File: config.mk
export PLATFORM = sky130hd
export DESIGN_NAME = prefix_sub32_pipe
export DESIGN_NICKNAME = d
export VERILOG_FILES = /design/src/rtl/prefix_sub32_pipe.sv
export SDC_FILE = /design/constraint.sdc
export NUM_CORES = 1
export LEC_CHECK = 0
export ABC_AREA = 1
export BUFFER_PORTS_ARGS = -buffer_cell sky130_fd_sc_hd__buf_4
export CORE_MARGIN = 2
export CORE_UTILIZATION = 25
export DETAILED_ROUTE_END_ITERATION = 6
export GPL_ROUTABILITY_DRIVEN = 0
export PLACE_DENSITY_LB_ADDON = 0.05
export SYNTH_ARGS = -nofsm -noshare
export SYNTH_HDL_FRONTEND = slang
export SYNTH_SLANG_ARGS = --single-unit
File: constraint.sdc
create_clock -name clk -period 2.5 [get_ports clk]
set_input_delay 0.375 -clock clk [delete_from_list [all_inputs] [get_ports clk]]
set_output_delay 0.375 -clock clk [all_outputs]
set_load 0.03 [all_outputs]
File: src/rtl/prefix_sub32_pipe.sv
// Three-stage pipelined Kogge-Stone subtractor: diff = a - b - bin, with borrow and signed-overflow flags.
// Optional feature macro SUB_SATURATE_EN: clamps diff to zero whenever a borrow occurs.
module prefix_sub32_pipe #(
  parameter int WIDTH = 32
) (
  input  logic             clk,
  input  logic             rst_n,
  input  logic             in_valid,
  output logic             in_ready,
  input  logic [WIDTH-1:0] a,
  input  logic [WIDTH-1:0] b,
  input  logic             bin,
  output logic             out_valid,
  input  logic             out_ready,
  output logic [WIDTH-1:0] diff,
  output logic             bout,
  output logic             ovf
);

  // Prefix vectors are WIDTH bits: index 0 is the folded carry-in (bit -1), index k is bit k-1.
  // Bit WIDTH-1 never feeds the prefix tree; its carry-out term is formed from the sign bits.
  function automatic logic [WIDTH-1:0] gen_lvl(input logic [WIDTH-1:0] g,
                                               input logic [WIDTH-1:0] p,
                                               input int unsigned span);
    return g | (p & (g << span));
  endfunction

  function automatic logic [WIDTH-1:0] prop_lvl(input logic [WIDTH-1:0] p,
                                                input int unsigned span);
    return p & (p << span);
  endfunction

  logic s1_valid, s2_valid, s3_valid, run;
  logic s1_load, s2_load, s3_load;

  assign s3_load   = ~s3_valid | out_ready;
  assign s2_load   = ~s2_valid | s3_load;
  assign s1_load   = ~s1_valid | s2_load;
  assign in_ready  = run & s1_load;
  assign out_valid = s3_valid;

  // Stage 1 inputs: subtraction as a + ~b + ~bin.
  logic [WIDTH-1:0] p_in, g_in;
  for (genvar gi = 0; gi < WIDTH; gi++) begin : g_bitpg
    assign p_in[gi] = a[gi] ^ ~b[gi];
    assign g_in[gi] = a[gi] & ~b[gi];
  end

  logic [WIDTH-1:0] s1_p, s1_g;
  logic             s1_sa, s1_sb;

  always_ff @(posedge clk or negedge rst_n) begin
    if (!rst_n) begin
      run      <= 1'b0;
      s1_valid <= 1'b0;
      s1_p     <= '0;
      s1_g     <= '0;
      s1_sa    <= 1'b0;
      s1_sb    <= 1'b0;
    end else begin
      run <= 1'b1;
      if (s1_load) s1_valid <= in_valid & run;
      if (in_valid & in_ready) begin
        s1_p  <= p_in;
        s1_g  <= {g_in[WIDTH-2:0], ~bin};
        s1_sa <= a[WIDTH-1];
        s1_sb <= b[WIDTH-1];
      end
    end
  end

  // Stage 2: prefix levels of span 1, 2, 4.
  logic [WIDTH-1:0] g1, p1, g2, p2, g4, p4, p0;
  always_comb begin
    p0 = {s1_p[WIDTH-2:0], 1'b0};
    g1 = gen_lvl(s1_g, p0, 1);
    p1 = prop_lvl(p0, 1);
    g2 = gen_lvl(g1, p1, 2);
    p2 = prop_lvl(p1, 2);
    g4 = gen_lvl(g2, p2, 4);
    p4 = prop_lvl(p2, 4);
  end

  logic [WIDTH-1:0] s2_g, s2_p, s2_psum;
  logic             s2_sa, s2_sb;

  always_ff @(posedge clk or negedge rst_n) begin
    if (!rst_n) begin
      s2_valid <= 1'b0;
      s2_g     <= '0;
      s2_p     <= '0;
      s2_psum  <= '0;
      s2_sa    <= 1'b0;
      s2_sb    <= 1'b0;
    end else if (s2_load) begin
      s2_valid <= s1_valid;
      if (s1_valid) begin
        s2_g    <= g4;
        s2_p    <= p4;
        s2_psum <= s1_p;
        s2_sa   <= s1_sa;
        s2_sb   <= s1_sb;
      end
    end
  end

  // Stage 3: levels of span 8, 16, then sum bits and flags.
  logic [WIDTH-1:0] g8, p8, carry, diff_mod, diff_d;
  logic             cout, bout_d, ovf_d;
  always_comb begin
    g8       = gen_lvl(s2_g, s2_p, 8);
    p8       = prop_lvl(s2_p, 8);
    carry    = gen_lvl(g8, p8, 16);
    diff_mod = s2_psum ^ carry;
    cout     = (s2_sa & ~s2_sb) | (s2_psum[WIDTH-1] & carry[WIDTH-1]);
    bout_d   = ~cout;
    ovf_d    = (s2_sa != s2_sb) & (diff_mod[WIDTH-1] != s2_sa);
`ifdef SUB_SATURATE_EN
    diff_d   = bout_d ? '0 : diff_mod;
`else
    diff_d   = diff_mod;
`endif
  end

  always_ff @(posedge clk or negedge rst_n) begin
    if (!rst_n) begin
      s3_valid <= 1'b0;
      diff     <= '0;
      bout     <= 1'b0;
      ovf      <= 1'b0;
    end else if (s3_load) begin
      s3_valid <= s2_valid;
      if (s2_valid) begin
        diff <= diff_d;
        bout <= bout_d;
        ovf  <= ovf_d;
      end
    end
  end

endmodule

Word-level counts from Yosys, hierarchy flattened:

Cells that the tools add are included.
Widths: inputs -> output; s select.

* bits in registers: 202
* input port bits: 69
* logic and storage cells: 146
* output and inout port bits: 36

* reduce and logical (&&, ||, !) cells: 2
* bitwise gates (word level): 126
* equal/unequal tests: 2

Operators with widths (number)
* $and 32x32->32: 9
* $or 32x32->32: 5
* $not 1->1: 38
* $and 1x1->1: 37
* $xor 1x1->1: 32
* $xor 32x32->32: 1
* $or 1x1->1: 4
* $reduce_and 2->1: 2
* $ne 1x1->1: 2

Logic depth before layout (Yosys ltp):

Gate-level depths: netlist (run 1).

* depth in word-level cells: 7
* gate-level depth with buffers: 8

Worst setup path after synthesis (run 1):

Ideal clock, no wire load.

* kind: register to register
* start: reg s2_p[23]
* end: reg ovf
* arrival: 1.356 ns
* stages on the path, launching flop included: 9
* setup time: 0.083 ns
* path slack: 1.062 ns
* cell sequence: dfrtp_1 -> a21oi_1 -> nand2_1 -> a21o_1 -> ha_1 -> inv_1 -> a21oi_1 -> o21ai_0 -> o21ai_0

* longest elaborated chain between the ends: 6

RTL lines
* start, declared: line 84 `logic [WIDTH-1:0] s2_g, s2_p, s2_psum;`
* start signal, assigned: line 99 `s2_p <= p4;`
* $and 32x32->32: line 30 `return p & (p << span);`
* $and 32x32->32: line 25 `return g | (p & (g << span));`
* $or 32x32->32: line 25
* $xor 32x32->32: line 114 `diff_mod = s2_psum ^ carry;`
* via diff_d[31]: line 108 `logic [WIDTH-1:0] g8, p8, carry, diff_mod, diff_d;`
* $ne 1x1->1: line 117 `ovf_d = (s2_sa != s2_sb) & (diff_mod[WIDTH-1] != s2_sa);`
* $and 1x1->1: line 117
* end signal, assigned: line 136 `ovf <= ovf_d;`
* end, declared: line 17 `output logic ovf`

The timed path passes the listed nets, and every way through them passes these cells.
A chain may end at the register's enable or synchronous reset.

Worst setup path in the final report (run 1):

* start: reg s1_valid
* end: out in_ready

* longest elaborated chain between the ends: 3

RTL lines
* start, declared: line 33 `logic s1_valid, s2_valid, s3_valid, run;`
* start signal, assigned: line 62 `if (s1_load) s1_valid <= in_valid & run;`
* $not 1->1: line 38 `assign s1_load = ~s1_valid | s2_load;`
* $or 1x1->1: line 38
* $and 1x1->1: line 39 `assign in_ready = run & s1_load;`
* end, declared: line 9 `output logic in_ready,`

No other way between the ends.

==> flow_summary.yaml, run 1 <==
outcome:
  status: "finished, final reports clean"
critical_path:
  start_kind: "flop"
  rrSetupSlack_ps: 920
  path_class: "flop to primary output"
  reg2reg_from: "s2_g[7]"
  worstPathRequired_ps: 2120
  startpoint: "s1_valid"
  path_cells: "nand4_2, nand2_1, inv_1, buf_4"
  r2r-end: "ovf"
  cpPeakStageDelay_ps: 400
  worstRegToRegCells: 8
  critPathMaxFanout: 3
  setup.worst_path.end: "in_ready"
  critPathSlowestCell: "dfrtp_1"
  crit_path_end_kind: "primary output"
  cp.arrival_ps: 1350
routing:
  drt-vias-per-instance: 4.01
  wl_per_cell_microns: 14.6
  drt_first_iter_violations: 426
  vias: 7683
  first_pass_iters: 4
  drcViolationCount: 0
  final_antenna_net_count: 0
  wl_microns: 28000
place:
  dpl-instance-area_sq_um: 11100
  pre_cts_slack_ps: 843
  io_buffers: 104
  dp_hpwl_microns: 21000
floorplanning:
  initial_core_util_pct: 25.2
  rows: 72
  die_h_microns: 201
  coreArea_sq_um: 38600
  die_width_microns: 201
  die_area_sq_um: 40500
  ioPinCount: 105
synth:
  synth_warnings: 0
  ys_seq_area_share_pct: 49.9
  syn_area_sq_um: 9730
  syn-num-nets: 1392
  syn_inst: 1290
  avgSynthCellArea_sq_um: 7.55
  synth_cell_types: 25
  synth_seq_cells: 194
worst_hold_path:
  min_path_cells: 2
  min_path_type: "input pin to flop"
  min_from: "bin"
grt:
  grt_max_degree: 105
  track_usage_pct: 14.3
  grt_pass1_vias: 7782
  grt_pass1_wl_microns: 45100
  antenna_found_initial: 0
  overflow: 0
cts:
  clock_latency_ps: 440
  cts_tree: "yes"
  clk_pin_slew_ps: 70
  htreeDepth: 4
  ctsLongestPathBuffers: 2
  cts-resized-gates: 0
  root_buffer: "clkbuf_16"
  numCtsBuffers: 17
  clock-sinks: 194
timing:
  setup_viol_count_final: 0
  grt_setup_unrepaired: "no"
  fmax_ghz: 0.579
  hold_slack_ps: 113
  slew_headroom_pct: 59.3
  finalMaxSlewViolations: 0
  final_hold_viol_count: 0
  fin_skew_ps: 9.25
  min_period_over_period_pct: 69.1
  finalWorstSetupSlack_ps: 772
  worst_slew_pin_slew_ps: 610
  tns_ps: 0
  fin_crit_ps: 1730
power:
  power_frac_clock_pct: 28.3
  peakVddDrop_mv: 0.484
  swShare_pct: 36.4
  switchingPower_mw: 3.52
  pwr-share-seq_pct: 44.7
  total_power_mw: 9.65
  p_int_mw: 6.13
  static-leakage-power_nw: 6.24
  combPwrFrac_pct: 26.9
  p_per_area_nw_per_um2: 828
final_layout:
  insertedDiodeCount: 0
  design_area_sq_um: 11700
  nets: 1489
  area_delta_synth_final_pct: 19.8
  final_layout_size_suffix_gt1_share_pct: 10.7
job:
  maxCapViolCount: 0
==> stage by stage <==
step                utilization, %  instances
floorplan                        -       1290
global placement              28.8       1885
detailed placement            28.8       1885
CTS                           30.2       1918
global route                  30.2       1918
finish                        30.2       1918
==> sequential cells by signal (all words and copies together) (netlist names) <==
register and flops:
s1_valid 1, s2_g 32, out_valid 1, ovf 1, s2_valid 1, s1_sa 1, diff 32, s2_psum 32
s1_sb 1, run 1, s2_p 24, s1_p 32, s1_g 32, s2_sb 1, bout 1, s2_sa 1
==> worst min path at each step <==
stage	endpoint	slack (ps)
2_1_floorplan	bout	80
3_3_place_gp	s1_p[4]	360
3_5_place_dp	s1_p[4]	370
4_1_cts	s1_g[0]	90
5_1_grt	s1_g[0]	90
6_report	s1_g[0]	110
==> worst max-delay path: cells and delay by family, from the launching register on <==
| kind | cells | cell delay, ps |
|---|---|---|
| flops | 1 | 400 |
| simple gates | 2 | 320 |
| buf+inv | 2 | 200 |
==> logic make-up after synthesis <==
family,Yosys count,synth area share [%]
DFF,194,49.9
other,1,0.0385
adders and majority gates,33,4.24
xor gates and xnor gates,16,1.44
AOI/OAI and AO/OA,155,8.02
buffers and inverters,258,11.0
and+or+nand+nor,633,25.4
==> Yosys cell counts, drive strengths merged <==
library cell | instances | area share [%]
nand3b | 7 | 0.54
xnor2 | 15 | 1.3
a21oi | 34 | 1.7
o21ai | 119 | 6.1
ha | 33 | 4.2
xor2 | 1 | 0.090
clkbuf | 9 | 0.36
nand3 | 37 | 2.0
nand2 | 515 | 20
nand4 | 1 | 0.13
a21o | 1 | 0.077
conb | 1 | 0.039
buf | 30 | 2.2
nor2 | 72 | 2.8
or2 | 1 | 0.064
inv | 219 | 8.4
o31ai | 1 | 0.077
dfrtp | 194 | 50
==> power by group through the flow <==
stage	logic, mW	registers (mW)	clock network (mW)
final	2.60	4.32	2.73
after global routing	2.94	4.42	2.95
after CTS	2.67	4.33	2.85
after detailed placement	2.66	4.39	0
after global placement	2.64	4.40	0
after floorplan	1.18	4.67	0
==> placed cells by master (no fill, tap or decap), drive strengths merged, types with 7 or more instances in the layout <==
master and n:
nand2 515, inv 221, dfrtp 194, o21ai 119, buf 115, nor2 72
nand3 37, a21oi 34, ha 33, clkbuf 23, xnor2 15, nand3b 7
==> layer usage <==
layer	share of wire (%)	vias up	global-route usage [%]
met5	0	-	0
met2	39	86	19.7
met4	0.76	0	2.99
met3	2.6	12	2.14
li1	-	4102	-
met1	58	3483	23.3
==> final cells by class <==
class	instances	area, sq um
Inverter	219	822
Sequential cell	194	4850
Tap cell	518	648
Clock buffer	22	454
Clock inverter	10	103
Fill cell	4340	26900
Timing Repair Buffer	117	962
Multi-Input combinational cell	838	3810
==> repair_timing <==
item / in CTS / in global routing
endpoints found under the hold margin: 42 / 0
hold buffers: 1 / 0
buffers inserted: 0 / 0
setup endpoints to repair: 0 / 0
Power figures use the tool's default switching activity.
==> run 2, diff against run 1 <==
==> constraint.sdc (replaced) <==
create_clock -name clk -period 1.6 [get_ports clk]
set_input_delay 0.24 -clock clk [delete_from_list [all_inputs] [get_ports clk]]
set_output_delay 0.24 -clock clk [all_outputs]
set_load 0.03 [all_outputs]
==> flow_summary.yaml, run 2 (synthesis results as in run 1) <==
outcome:
  status: "finished, final reports clean"
final_layout:
  final_layout_size_suffix_gt1_share_pct: 12.3
  fin_util_pct: 31.0
  nets: 1507
  nFillCells: 4298
  multi_input_area_sq_um: 3830
  insertedDiodeCount: 0
  register_area_sq_um: 4860
  layout_common_cells: "512 x nand2_1, 218 x inv_1, 193 x dfrtp_1, 121 x buf_4, 110 x o21ai_0"
  area_delta_synth_final_pct: 22.8
  layout_commonest_cell: "nand2_1"
place:
  io_buffers: 104
  dp_hpwl_microns: 20900
  pre_cts_slack_ps: 32.6
floorplanning:
  die_width_microns: 201
  rows: 72
  ioPinCount: 105
  initial_core_util_pct: 25.2
  die_area_sq_um: 40500
  die_h_microns: 201
  coreArea_sq_um: 38600
critical_path:
  worstRegToRegCells: 8
  start_kind: "flop"
  cp.arrival_ps: 1250
  reg2reg_from: "s2_p[23]"
  crit_path_end_kind: "primary output"
  r2r-end: "ovf"
  rrSetupSlack_ps: 110
  critPathMaxFanout: 2
  path_class: "flop to primary output"
  worstPathRequired_ps: 1360
cts:
  root_buffer: "clkbuf_16"
  clock_latency_ps: 450
  clk_pin_slew_ps: 80
  htreeDepth: 4
  numCtsBuffers: 17
  clock-sinks: 194
  cts_tree: "yes"
  ctsLongestPathBuffers: 2
worst_hold_path:
  min_path_type: "input pin to flop"
  min_from: "b[31]"
  min_to: "s1_sb"
  min_path_cells: 3
routing:
  vias: 7717
  drcViolationCount: 0
  wl_microns: 27800
  final_antenna_net_count: 0
  drt-vias-per-instance: 3.99
  drt_first_iter_violations: 401
  wl_per_cell_microns: 14.4
  first_pass_iters: 5
timing:
  setup_viol_count_final: 0
  grt_setup_unrepaired: "yes"
  fin_skew_ps: 13.9
  fin_crit_ps: 1490
  finalMaxSlewViolations: 0
  final_hold_viol_count: 0
  tns_ps: 0
  min_period_over_period_pct: 93.0
  hold_slack_ps: 74.4
  fmax_ghz: 0.672
  finalWorstSetupSlack_ps: 111
power:
  p_per_area_nw_per_um2: 1300
  static-leakage-power_nw: 6.39
  total_power_mw: 15.6
  peakVddDrop_mv: 0.703
grt:
  grt_pass1_wl_microns: 45000
  overflow: 0
  grt_max_degree: 70
  grt_pass1_vias: 7896
  track_usage_pct: 14.3
  antenna_found_initial: 0
job:
  maxCapViolCount: 0
## run 2: changes by cell type in the layout (fill, tap and decap cells not counted), sizes merged
cell / before / now
buf: 115 / 132
clkinv: 5 / 2
inv: 221 / 222
dlygate4sd3: 1 / 2
bufinv: 1 / 3
## run 2: timing repair
item,in CTS,in global routing
pin swaps,0,4
hold buffers,2,0
buffers inserted,0,5
hold endpoints to repair,32,0
setup endpoints to repair,1,2
gates resized for setup,1,6
## run 2: how the worst max path moves through the flow
stage,startpoint,end
final,s1_valid,in_ready
after global routing,s2_p[23],ovf
after CTS,s2_p[23],ovf
after detailed placement,s2_p[23],ovf
after global placement,s2_p[23],ovf
after floorplan,s2_p[23],ovf
## run 2: routing by layer
metal / up-vias / track usage [%] / routed length, microns
met3: 14 / 2.45 / 582
met1: 3484 / 22.7 / 15900
met5: - / 0 / 0
met2: 88 / 19.9 / 11000
li1: 4131 / - / -
met4: 0 / 3.31 / 233
## run 2: stage by stage
stage               area [sq um]  instances
detailed placement         11200       1897
CTS                        11900       1931
global route               12000       1936
global placement           11200       1897
finish                     12000       1936
floorplan                   9730       1290
## run 2: cell type report
| cell class | instances | share of cell area (%) |
|---|---|---|
| tap | 518 | 5.42 |
| sequential | 194 | 40.6 |
| clock inverter | 10 | 1.21 |
| inverter | 219 | 6.88 |
| timing repair buffer | 135 | 9.73 |
| multi-input combinational | 838 | 32.1 |
| clock buffer | 22 | 4.05 |
## run 2: power by group
group	switching (mW)	internal (mW)
Sequential	0.862	5.88
Combinational	2.58	1.58
Clock	2.02	2.65
## run 2: worst max-delay path, cell delays in order (launching register included)
cell and delay, ps:
dfrtp_1 410, nand4_4 120, nand2_2 80, inv_1 30, buf_4 150
==> run 3, diff against run 2 <==
--- a/config.mk
+++ b/config.mk
@@ -7,6 +7,9 @@
 export LEC_CHECK = 0
 export ABC_AREA = 1
 export BUFFER_PORTS_ARGS = -buffer_cell sky130_fd_sc_hd__buf_4
+export CELL_PAD_IN_SITES_DETAIL_PLACEMENT = 1
+export CELL_PAD_IN_SITES_GLOBAL_PLACEMENT = 2
+export CORE_ASPECT_RATIO = 2
 export CORE_MARGIN = 2
 export CORE_UTILIZATION = 25
 export DETAILED_ROUTE_END_ITERATION = 6
==> flow_summary.yaml, run 3 (synthesis results as in run 1) <==
outcome:
  status: "finished, final reports clean"
floorplanning:
  ioPinCount: 105
  initial_core_util_pct: 25.3
  coreArea_sq_um: 38500
  die_area_sq_um: 40600
  die_width_microns: 144
  die_h_microns: 283
  rows: 102
timing:
  fmax_ghz: 0.659
  worst_slew_pin_slew_ps: 525
  slew_headroom_pct: 65.0
  fin_crit_ps: 1520
  tns_ps: 0
  finalMaxSlewViolations: 0
  final_hold_viol_count: 0
  setup_viol_count_final: 0
  fin_skew_ps: 12.2
  min_period_over_period_pct: 94.9
  grt_setup_unrepaired: "yes"
  finalWorstSetupSlack_ps: 81.9
routing:
  drt_first_iter_violations: 225
  drt-vias-per-instance: 4.13
  vias: 7999
  first_pass_iters: 4
  wl_per_cell_microns: 15.3
  final_antenna_net_count: 0
  drcViolationCount: 0
  wl_microns: 29600
power:
  p_per_area_nw_per_um2: 1270
  peakVddDrop_mv: 0.757
  static-leakage-power_nw: 6.37
  total_power_mw: 15.1
cts:
  clk_pin_slew_ps: 70
  htreeDepth: 4
  ctsLongestPathBuffers: 2
  clock-sinks: 194
  root_buffer: "clkbuf_16"
  clock_latency_ps: 450
  cts_tree: "yes"
  numCtsBuffers: 17
place:
  dp_hpwl_microns: 22300
  dpl.cell_count: 1900
  pre_cts_slack_ps: 25.4
  dpl-instance-area_sq_um: 11200
  io_buffers: 104
job:
  maxCapViolCount: 0
grt:
  antenna_found_initial: 0
  grt_busiest_layer: "met2"
  grt_use_met3_pct: 1.86
  grt_pass1_wl_microns: 47500
  grt_use_met2_pct: 25.9
  use_met1_pct: 20.5
  track_usage_pct: 15.4
  grt_pass1_vias: 8380
  overflow: 0
  grt_max_degree: 72
critical_path:
  crit_path_end_kind: "flop"
  critPathBufInv: 1
  cp.arrival_ps: 1890
  critPathMaxFanout: 3
  worstPathRequired_ps: 1970
  critPathSlowestCell: "dfrtp_1"
  cp_top_family: "compound AO/OA/AOI/OAI gates"
  cpPeakStageDelay_ps: 410
  rrSetupSlack_ps: 80
  start_kind: "flop"
  path_cells: "a21oi_2, nand2_1, a21o_1, ha_1, inv_1, a21oi_1, o21ai_0, o21ai_1"
  path_class: "flop to flop"
final_layout:
  area_delta_synth_final_pct: 22.1
  register_area_sq_um: 4850
  instances_no_fill: 1937
  nets: 1506
  multi_input_area_sq_um: 3830
  final_layout_size_suffix_gt1_share_pct: 12.1
  insertedDiodeCount: 0
  nFillCells: 4810
  layout_commonest_cell: "nand2_1"
  design_area_sq_um: 11900
  layout_common_cells: "512 x nand2_1, 218 x inv_1, 194 x dfrtp_1, 119 x buf_4, 111 x o21ai_0"
worst_hold_path:
  min_path_type: "input pin to flop"
[run 3: final cells by class]
cell class                      count  area share, %
Inverter                          219           6.94
Tap cell                          520           5.47
Multi-Input combinational cell    838           32.2
Timing Repair Buffer              134           9.79
Sequential cell                   194           40.8
Clock buffer                       20           3.84
Clock inverter                     12          0.895
[run 3: timing repair]
| item | CTS | global route |
|---|---|---|
| endpoints found under the setup margin | 1 | 8 |
| setup buffers | 3 | 0 |
| pin swaps | 1 | 1 |
| hold endpoints to repair | 40 | 0 |
| gates resized for setup | 1 | 5 |
| hold buffers | 2 | 0 |
| gates cloned | 0 | 1 |
[run 3: worst paths after layout]
path                       startpoint        to  cells after the start
setup / recovery             s2_p[23]       ovf                      8
hold / removal                  b[31]     s1_sb                      3
setup reg to reg             s2_p[23]       ovf                      8
hold reg to reg              diff[18]  diff[18]                      2
max in group asynchronous       rst_n  s2_g[14]                      3
min in group asynchronous       rst_n   diff[6]                      2
[run 3: power breakdown]
group	switching (mW)	total [mW]	leakage, nW	internal (mW)
Combinational	2.58	4.16	3.62	1.58
Sequential	0.857	6.73	2.46	5.88
Clock	2.00	4.24	0.281	2.24
Total	5.43	15.1	6.37	9.69
[run 3: metal layers]
layer / up-vias / routed length [microns]
li1: 4116 / -
met1: 3762 / 13800
met2: 101 / 14800
met3: 20 / 616
met4: 0 / 451
met5: - / 0
[run 3: worst min-delay path: stages]
cell	delay, ps
buf_4	120
inv_1	50
o21ai_0	70
[run 3: stage by stage]
| stage | hold slack, ps | util [%] |
|---|---|---|
| CTS | 45.7 | 30.7 |
| global route | 72.4 | 30.8 |
| finish | 77.9 | 30.8 |
| floorplan | -55.6 | - |
| detailed placement | 250 | 29.2 |
| global placement | 245 | 29.2 |
